<file path="src/rtl/rc_pkg.sv">
// Shared types, widths and helpers for the LCU rate controller.
package rc_pkg;

    localparam int unsigned QP_W  = 6;
    localparam int unsigned QP_IW = 8;
    localparam int unsigned THR_W = 16;
    localparam int unsigned LVL_W = 3;

    typedef enum logic [3:0] {
        ST_IDLE,
        ST_ACC,
        ST_PRED,
        ST_CMP,
        ST_LVL,
        ST_QP,
        ST_ROI,
        ST_CLIP,
        ST_DONE
    } rc_state_e;

    // Unsigned add clamped to 2^w-1 (w <= 63).
    function automatic logic [63:0] sat_add(input logic [63:0] a,
                                            input logic [63:0] b,
                                            input int unsigned w);
        logic [64:0] s;
        logic [64:0] m;
        s = {1'b0, a} + {1'b0, b};
        m = (65'd1 << w) - 65'd1;
        return (s > m) ? m[63:0] : s[63:0];
    endfunction

endpackage

</file>
<file path="src/rtl/rc_roi_match.sv">
// Combinational test of one CTU position against one ROI rectangle.
module rc_roi_match #(
    parameter int unsigned X_W = 7,
    parameter int unsigned Y_W = 6
) (
    input  logic [X_W-1:0] ctu_x,
    input  logic [Y_W-1:0] ctu_y,
    input  logic [X_W-1:0] x,
    input  logic [Y_W-1:0] y,
    input  logic [X_W-1:0] w,
    input  logic [Y_W-1:0] h,
    input  logic           en,
    output logic           hit
);

    logic [X_W:0] x_end;
    logic [Y_W:0] y_end;

    // Exclusive upper bounds, one bit wider so a rectangle at the edge cannot wrap.
    assign x_end = {1'b0, x} + {1'b0, w};
    assign y_end = {1'b0, y} + {1'b0, h};

    assign hit = en
               && ({1'b0, ctu_x} >= {1'b0, x}) && ({1'b0, ctu_x} < x_end)
               && ({1'b0, ctu_y} >= {1'b0, y}) && ({1'b0, ctu_y} < y_end);

endmodule

</file>
<file path="src/rtl/rc_lcu_qp_ctrl.sv">
// LCU rate controller: accumulate cost/bits, predict, grade error, derive and clip QP.
// Build option: define RC_ROI_EN to enable ROI QP offsets.
module rc_lcu_qp_ctrl
    import rc_pkg::*;
#(
    parameter int unsigned COST_W   = 28,
    parameter int unsigned ACC_W    = 32,
    parameter int unsigned K_W      = 16,
    parameter int unsigned K_SHIFT  = 28,
    parameter int unsigned PRED_DLY = 6,
    parameter int unsigned NUM_LVL  = 4,
    parameter int unsigned NUM_ROI  = 2,
    parameter int unsigned X_W      = 7,
    parameter int unsigned Y_W      = 6
) (
    input  logic                     clk,
    input  logic                     rstn,
    input  logic                     frame_start_i,
    input  logic                     rc_start_i,
    output logic                     rc_busy_o,
    output logic                     rc_done_o,
    input  logic [X_W-1:0]           rc_ctu_x_i,
    input  logic [Y_W-1:0]           rc_ctu_y_i,
    input  logic [15:0]              actual_bitnum_i,
    input  logic [COST_W-1:0]        cost_i,
    input  logic [K_W-1:0]           reg_k_i,
    input  logic [NUM_LVL*THR_W-1:0] reg_lvl_thr_i,
    input  logic                     reg_lcu_rc_en_i,
    input  logic [QP_W-1:0]          reg_init_qp_i,
    input  logic [QP_W-1:0]          reg_min_qp_i,
    input  logic [QP_W-1:0]          reg_max_qp_i,
    input  logic [NUM_ROI-1:0]       reg_roi_en_i,
    input  logic [NUM_ROI*X_W-1:0]   reg_roi_x_i,
    input  logic [NUM_ROI*X_W-1:0]   reg_roi_w_i,
    input  logic [NUM_ROI*Y_W-1:0]   reg_roi_y_i,
    input  logic [NUM_ROI*Y_W-1:0]   reg_roi_h_i,
    input  logic [NUM_ROI*QP_W-1:0]  reg_roi_dqp_i,
    output logic [QP_W-1:0]          rc_qp_o,
    output logic [ACC_W-1:0]         cost_sum_o,
    output logic [ACC_W-1:0]         pred_bit_o
);

    localparam int unsigned P_W = ACC_W + K_W;

    rc_state_e               state_q, state_d;
    logic                    busy_d, done_d;
    logic [ACC_W-1:0]        cost_sum_q, frame_bit_q, pred_q, diff_q;
    logic [ACC_W-1:0]        dly_q [PRED_DLY];
    logic [ACC_W-1:0]        sum_c, bit_c, pred_c;
    logic [P_W-1:0]          prod_c, prod_sh_c;
    logic                    over_q, clr_pend_q, clr_c;
    logic [LVL_W-1:0]        lvl_q, lvl_c;
    logic signed [QP_IW-1:0] qp_q, qp_c, roi_qp_c, clip_c;
    logic signed [QP_IW-1:0] init_s, min_s, max_s, lvl_s;

    // Next-state and registered-output decode.
    always_comb begin
        state_d = state_q;
        busy_d  = 1'b0;
        done_d  = 1'b0;
        case (state_q)
            ST_IDLE: if (rc_start_i) state_d = ST_ACC;
            ST_ACC:  state_d = ST_PRED;
            ST_PRED: state_d = ST_CMP;
            ST_CMP:  state_d = ST_LVL;
            ST_LVL:  state_d = ST_QP;
            ST_QP:   state_d = ST_ROI;
            ST_ROI:  state_d = ST_CLIP;
            ST_CLIP: state_d = ST_DONE;
            ST_DONE: state_d = ST_IDLE;
            default: state_d = ST_IDLE;
        endcase
        busy_d = (state_d != ST_IDLE);
        done_d = (state_d == ST_DONE);
    end

    // State register with busy/done flops.
    always_ff @(posedge clk or negedge rstn) begin
        if (!rstn) begin
            state_q   <= ST_IDLE;
            rc_busy_o <= 1'b0;
            rc_done_o <= 1'b0;
        end else begin
            state_q   <= state_d;
            rc_busy_o <= busy_d;
            rc_done_o <= done_d;
        end
    end

    // Frame clear: immediate when idle, deferred to the end of a running update.
    assign clr_c = ((state_q == ST_IDLE) && frame_start_i)
                || ((state_q == ST_DONE) && (clr_pend_q || frame_start_i));

    assign sum_c = ACC_W'(sat_add(64'(cost_sum_q), 64'(cost_i), ACC_W));
    assign bit_c = ACC_W'(sat_add(64'(frame_bit_q), 64'(actual_bitnum_i), ACC_W));

    // Accumulators, cost delay line and pending frame-clear.
    always_ff @(posedge clk or negedge rstn) begin
        if (!rstn) begin
            cost_sum_q  <= '0;
            frame_bit_q <= '0;
            clr_pend_q  <= 1'b0;
            for (int i = 0; i < int'(PRED_DLY); i++) dly_q[i] <= '0;
        end else begin
            if (clr_c) begin
                cost_sum_q  <= '0;
                frame_bit_q <= '0;
                for (int i = 0; i < int'(PRED_DLY); i++) dly_q[i] <= '0;
            end else if (state_q == ST_ACC) begin
                cost_sum_q  <= sum_c;
                frame_bit_q <= bit_c;
                dly_q[0]    <= sum_c;
                for (int i = 1; i < int'(PRED_DLY); i++) dly_q[i] <= dly_q[i-1];
            end
            if (state_q == ST_DONE)
                clr_pend_q <= 1'b0;
            else if ((state_q != ST_IDLE) && frame_start_i)
                clr_pend_q <= 1'b1;
        end
    end

    // Prediction from the delayed cost, clamped to the accumulator width.
    always_comb begin
        prod_c    = P_W'(dly_q[PRED_DLY-1]) * P_W'(reg_k_i);
        prod_sh_c = prod_c >> K_SHIFT;
        pred_c    = (|prod_sh_c[P_W-1:ACC_W]) ? '1 : prod_sh_c[ACC_W-1:0];
    end

    // Error level: count of thresholds strictly below the error magnitude.
    always_comb begin
        lvl_c = '0;
        for (int i = 0; i < int'(NUM_LVL); i++)
            if (ACC_W'(reg_lvl_thr_i[i*THR_W +: THR_W]) < diff_q) lvl_c = lvl_c + LVL_W'(1);
    end

    assign init_s = $signed(QP_IW'(reg_init_qp_i));
    assign min_s  = $signed(QP_IW'(reg_min_qp_i));
    assign max_s  = $signed(QP_IW'(reg_max_qp_i));
    assign lvl_s  = $signed(QP_IW'(lvl_q));

    // Base QP: follow the error grade except when disabled or on the first CTU row.
    always_comb begin
        qp_c = init_s;
        if (reg_lcu_rc_en_i && (rc_ctu_y_i != '0))
            qp_c = over_q ? (init_s + lvl_s) : (init_s - lvl_s);
    end

`ifdef RC_ROI_EN
    logic [NUM_ROI-1:0]      roi_hit;
    logic signed [QP_IW-1:0] dqp_s [NUM_ROI];

    for (genvar n = 0; n < int'(NUM_ROI); n++) begin : g_roi
        rc_roi_match #(.X_W(X_W), .Y_W(Y_W)) u_match (
            .ctu_x (rc_ctu_x_i),
            .ctu_y (rc_ctu_y_i),
            .x     (reg_roi_x_i[n*X_W +: X_W]),
            .y     (reg_roi_y_i[n*Y_W +: Y_W]),
            .w     (reg_roi_w_i[n*X_W +: X_W]),
            .h     (reg_roi_h_i[n*Y_W +: Y_W]),
            .en    (reg_roi_en_i[n]),
            .hit   (roi_hit[n])
        );
        assign dqp_s[n] = $signed({{(QP_IW-QP_W){reg_roi_dqp_i[n*QP_W+QP_W-1]}},
                                   reg_roi_dqp_i[n*QP_W +: QP_W]});
    end

    // Lowest-index matching ROI wins; scan high to low so it is applied last.
    always_comb begin
        roi_qp_c = qp_q;
        for (int n = int'(NUM_ROI) - 1; n >= 0; n--)
            if (roi_hit[n]) roi_qp_c = qp_q - dqp_s[n];
    end
`else
    logic unused_roi;
    assign unused_roi = ^{reg_roi_en_i, reg_roi_x_i, reg_roi_w_i, reg_roi_y_i,
                          reg_roi_h_i, reg_roi_dqp_i, rc_ctu_x_i};
    assign roi_qp_c   = qp_q;
`endif

    // Clip in signed space; an inverted range resolves to min.
    always_comb begin
        clip_c = qp_q;
        if ((min_s > max_s) || (qp_q < min_s)) clip_c = min_s;
        else if (qp_q > max_s)                 clip_c = max_s;
    end

    // One pipeline step per FSM state.
    always_ff @(posedge clk or negedge rstn) begin
        if (!rstn) begin
            pred_q  <= '0;
            over_q  <= 1'b0;
            diff_q  <= '0;
            lvl_q   <= '0;
            qp_q    <= '0;
            rc_qp_o <= '0;
        end else begin
            case (state_q)
                ST_PRED: pred_q <= pred_c;
                ST_CMP: begin
                    over_q <= (frame_bit_q > pred_q);
                    diff_q <= (frame_bit_q > pred_q) ? (frame_bit_q - pred_q)
                                                     : (pred_q - frame_bit_q);
                end
                ST_LVL:  lvl_q   <= lvl_c;
                ST_QP:   qp_q    <= qp_c;
                ST_ROI:  qp_q    <= roi_qp_c;
                ST_CLIP: rc_qp_o <= clip_c[QP_W-1:0];
                default: ;
            endcase
        end
    end

    assign cost_sum_o = cost_sum_q;
    assign pred_bit_o = pred_q;

endmodule

</file>
<file path="config.mk">
export PLATFORM = sky130hd
export DESIGN_NAME = rc_lcu_qp_ctrl
export DESIGN_NICKNAME = d
export VERILOG_FILES = /design/src/rtl/rc_pkg.sv /design/src/rtl/rc_roi_match.sv /design/src/rtl/rc_lcu_qp_ctrl.sv
export SDC_FILE = /design/constraint.sdc
export NUM_CORES = 2
export LEC_CHECK = 0
export ABC_AREA = 1
export ABC_CLOCK_PERIOD_IN_PS = 6700
export BUFFER_PORTS_ARGS = -buffer_cell sky130_fd_sc_hd__buf_4
export CORE_MARGIN = 1
export CORE_UTILIZATION = 45
export CTS_BUF_LIST = sky130_fd_sc_hd__clkbuf_4 sky130_fd_sc_hd__clkbuf_8 sky130_fd_sc_hd__clkbuf_16
export CTS_CLUSTER_DIAMETER = 30
export DETAILED_ROUTE_END_ITERATION = 12
export PLACE_DENSITY_LB_ADDON = 0.1
export SLEW_MARGIN = 10
export SYNTH_ARGS = -nofsm -noshare
export SYNTH_HDL_FRONTEND = slang
export SYNTH_HIERARCHICAL = 1
export SYNTH_SLANG_ARGS = --single-unit
</file>
<file path="constraint.sdc">
create_clock -name clk -period 6.7 [get_ports clk]
set_clock_uncertainty 0.1 [all_clocks]
set_input_delay 0.335 -clock clk [delete_from_list [all_inputs] [get_ports clk]]
set_output_delay 0.335 -clock clk [all_outputs]
set_load 0.05 [all_outputs]
</file>
==> reports/qor.txt <==
DRT Pass-1 Iters -> 5
clock root buffer -> clkbuf_16
most common cell after layout, fill and taps aside -> nand2_1
PwrDens -> 417.8 nW/um^2
Leak -> 23.09 nW
met3 WL post-DR -> 5299 um
cells after synthesis -> 5113
largest net degree at the start of global routing -> 176
layout cells sized above 1 -> 0.08275
Syn Area/Cell -> 7.318 um^2
Ys Warns -> 6
Antenna Nets Post-Route -> 0
vias after detailed routing -> 31780
design area -> 42160 um^2
Total Wirelength -> 105800 um
commonest cells after routing, fill and taps aside -> nand2_1 (1427), inv_1 (1137), fa_1 (423)
Die Width -> 290.3 um
# setup viols final -> 0
CTS tree -> built
maximum level of the CTS H-tree -> 3
Max VDD drop -> 0.0003187 V
clk sinks -> 301
Initial DRC Count -> 1905
row count -> 105
drt wl/cell -> 16.68 um
highest metal used -> met4
setup TNS -> 0 ns
Final min period -> 6.301 ns
worst hold start -> actual_bitnum_i[1]
grt ovf -> 0
fmax -> 158.7 MHz
core footprint -> 82240 um^2
FF/Latch Area -> 7533 um^2
final net count -> 6152
number of enable flip-flop cells after synthesis -> 0
synth unique cells -> 56
RSZ-0062 raised after global routing -> no
Max clock buf depth -> 3
crit path capture type -> register
Clock transition at path regs -> 0.04 ns
GR Util All Layers -> 0.2604
P&R area growth vs syn -> 12.69%
Cell Chain, Critical Path -> nand2_1 > fa_1 > inv_1 > fa_1 > inv_1 > fa_1 > inv_1 > fa_1 > fa_1 > inv_1 > fa_1 > inv_1 > ha_1 > nand2_1 > nor2_1 > nand2_1 > nor2_1 > nand4_1 > nand3_1 > nand2_1 > nand3_1 > nand2_1
Worst Hold Class -> input pin to register
Hold Vio Cnt, Final -> 0
met2 routed WL -> 49170 um
number of global-route vias before repair -> 32920
Critical Path AT -> 6.69 ns
RR Startpoint -> dly_q[24]
CP startpoint -> dly_q[24]
met1 WL -> 49010 um
Tcrit/Tclk final -> 0.9404
FFs w/ async S/R, synth -> 1.000
die height -> 290.3 um
drt via density -> 5.012
multi-input logic area -> 24400 um^2
Worst EP required -> 7.09 ns
global-route wire length before repair -> 176100 um
relative slew slack -> 0.2300
status -> finished, final reports clean
# Max-Cap Violations -> 0
Layout fillers -> 8256
clk_lat worst skew -> 0.61 ns
crit-path max FO -> 17
DP Wirelength -> 84980 um
Seq/Total Area, Yosys -> 0.2013
# DRC -> 0
most frequent CP cell -> fa_1
WS Path Type -> register to register
initial antenna violation count -> 3
Mapped Area -> 37410 um^2
placer congestion estimate -> 0.9439
Hold Worst Slack -> 0.07909 ns
Top FF cell, synth -> dfrtp_1
max-slew violations -> 0
Post-DP Area -> 39450 um^2
Initial Util -> 0.4549
IO Port Bufs -> 212
IO Count -> 298
Buf/Inv on CP -> 5
die area -> 84300 um^2
critical path's slowest cell -> dfrtp_1
Tightest Pin Transition -> 1.144 ns
CP top delay family -> adder cells
synthesis-stage register bit count -> 301
CTS Buf Count -> 76
max incr delay on CP -> 0.82 ns
startpoint class of the critical path -> register
[per-layer routing]
layer  vias to the layer above  track usage
li1                      15700            -
met1                     15240       0.3619
met2                       707       0.4248
met3                       142      0.03457
met4                         0      0.07330
met5                         -            0
[final cells by class]
type	instances	share of cell area
clock buffer	103	0.05196
inverter	1153	0.1027
timing repair buffer	260	0.04813
multi-input combinational	3424	0.5787
clock inverter	28	0.007953
tap	1070	0.03175
antenna	2	0.0001187
sequential	301	0.1787
[synthesized netlist by cell type, types with 53 or more instances]
cell type / number / area share
clkbuf_1: 149 / 0.015
dfrtp_1: 301 / 0.20
a21oi_1: 233 / 0.031
inv_1: 1139 / 0.11
xor2_1: 56 / 0.013
ha_1: 287 / 0.096
o21ai_0: 204 / 0.027
o21ai_1: 53 / 0.0071
nand2_1: 1428 / 0.14
buf_4: 59 / 0.012
nor2_1: 232 / 0.023
nand3_1: 173 / 0.023
fa_1: 423 / 0.23
o22ai_1: 125 / 0.021
[stage by stage]
stage / util / std cells / setup WS, ns / power (mW)
6_report: 0.5127 / 6341 / 0.3990 / 17.61
5_1_grt: 0.5127 / 6341 / 0.0003300 / 19.48
4_1_cts: 0.5126 / 6339 / 0.4281 / 17.77
3_5_place_dp: 0.4797 / 6190 / 0.4164 / 14.06
3_3_place_gp: 0.4797 / 6190 / 0.4207 / 14.01
2_1_floorplan: - / 5124 / 0.9461 / 11.22
[sequential cells by signal, summed over array words and instances, names as in the netlist, 3 cells and up]
register and count:
frame_bit_q 32, diff_q 32, cost_sum_o 32, rc_qp_o 6, dly_q 160, lvl_q 3, pred_bit_o 20, qp_q 8
state_q 4
[power breakdown]
| group | leakage, nW | switching [mW] | internal (mW) |
|---|---|---|---|
| clock network | 1.24 | 1.11 | 2.43 |
| logic | 17.8 | 7.24 | 3.77 |
| registers | 4.03 | 0.619 | 2.44 |
| total | 23.1 | 8.97 | 8.64 |
[final timing paths]
check | endpoint | slack, ns | cells past startpoint
setup / recovery | pred_bit_o[8] | 0.40 | 22
hold / removal | frame_bit_q[1] | 0.08 | 4
setup reg to reg | pred_bit_o[8] | 0.40 | 22
hold reg to reg | diff_q[16] | 0.37 | 2
max in group asynchronous | dly_q[50] | 4.82 | 3
min in group asynchronous | rc_qp_o[4] | 0.19 | 2
[worst register-to-register path, cell delays in order (launching register included)]
cell and delay [ns]:
dfrtp_1 0.82, nand2_1 0.19, fa_1 0.59, inv_1 0.06, fa_1 0.52, inv_1 0.05
fa_1 0.49, inv_1 0.05, fa_1 0.48, fa_1 0.54, inv_1 0.05, fa_1 0.53
inv_1 0.04, ha_1 0.38, nand2_1 0.11, nor2_1 0.28, nand2_1 0.16, nor2_1 0.16
nand4_1 0.18, nand3_1 0.13, nand2_1 0.05, nand3_1 0.13, nand2_1 0.07
[what timing repair did]
| item | CTS | global route |
|---|---|---|
| hold buffers | 18 | 0 |
| setup buffers | 0 | 0 |
| gates resized for setup | 0 | 1 |
| endpoints found under the hold margin | 96 | 0 |
| setup endpoints to repair | 0 | 1 |
[logic make-up (layout without fill, tap and decap cells)]
| logic type | count (synthesis) | in the layout | synth area share |
|---|---|---|---|
| buffers and inverters | 1399 | 1544 | 0.1484 |
| AOI/OAI and AO/OA | 679 | 679 | 0.1001 |
| other | 1 | 14 | 0.0001002 |
| DFF | 301 | 301 | 0.2013 |
| xor gates and xnor gates | 78 | 78 | 0.01826 |
| and+or+nand+nor | 1945 | 1945 | 0.2095 |
| adders and majority gates | 710 | 710 | 0.3223 |
Power figures use the tool's default switching activity.
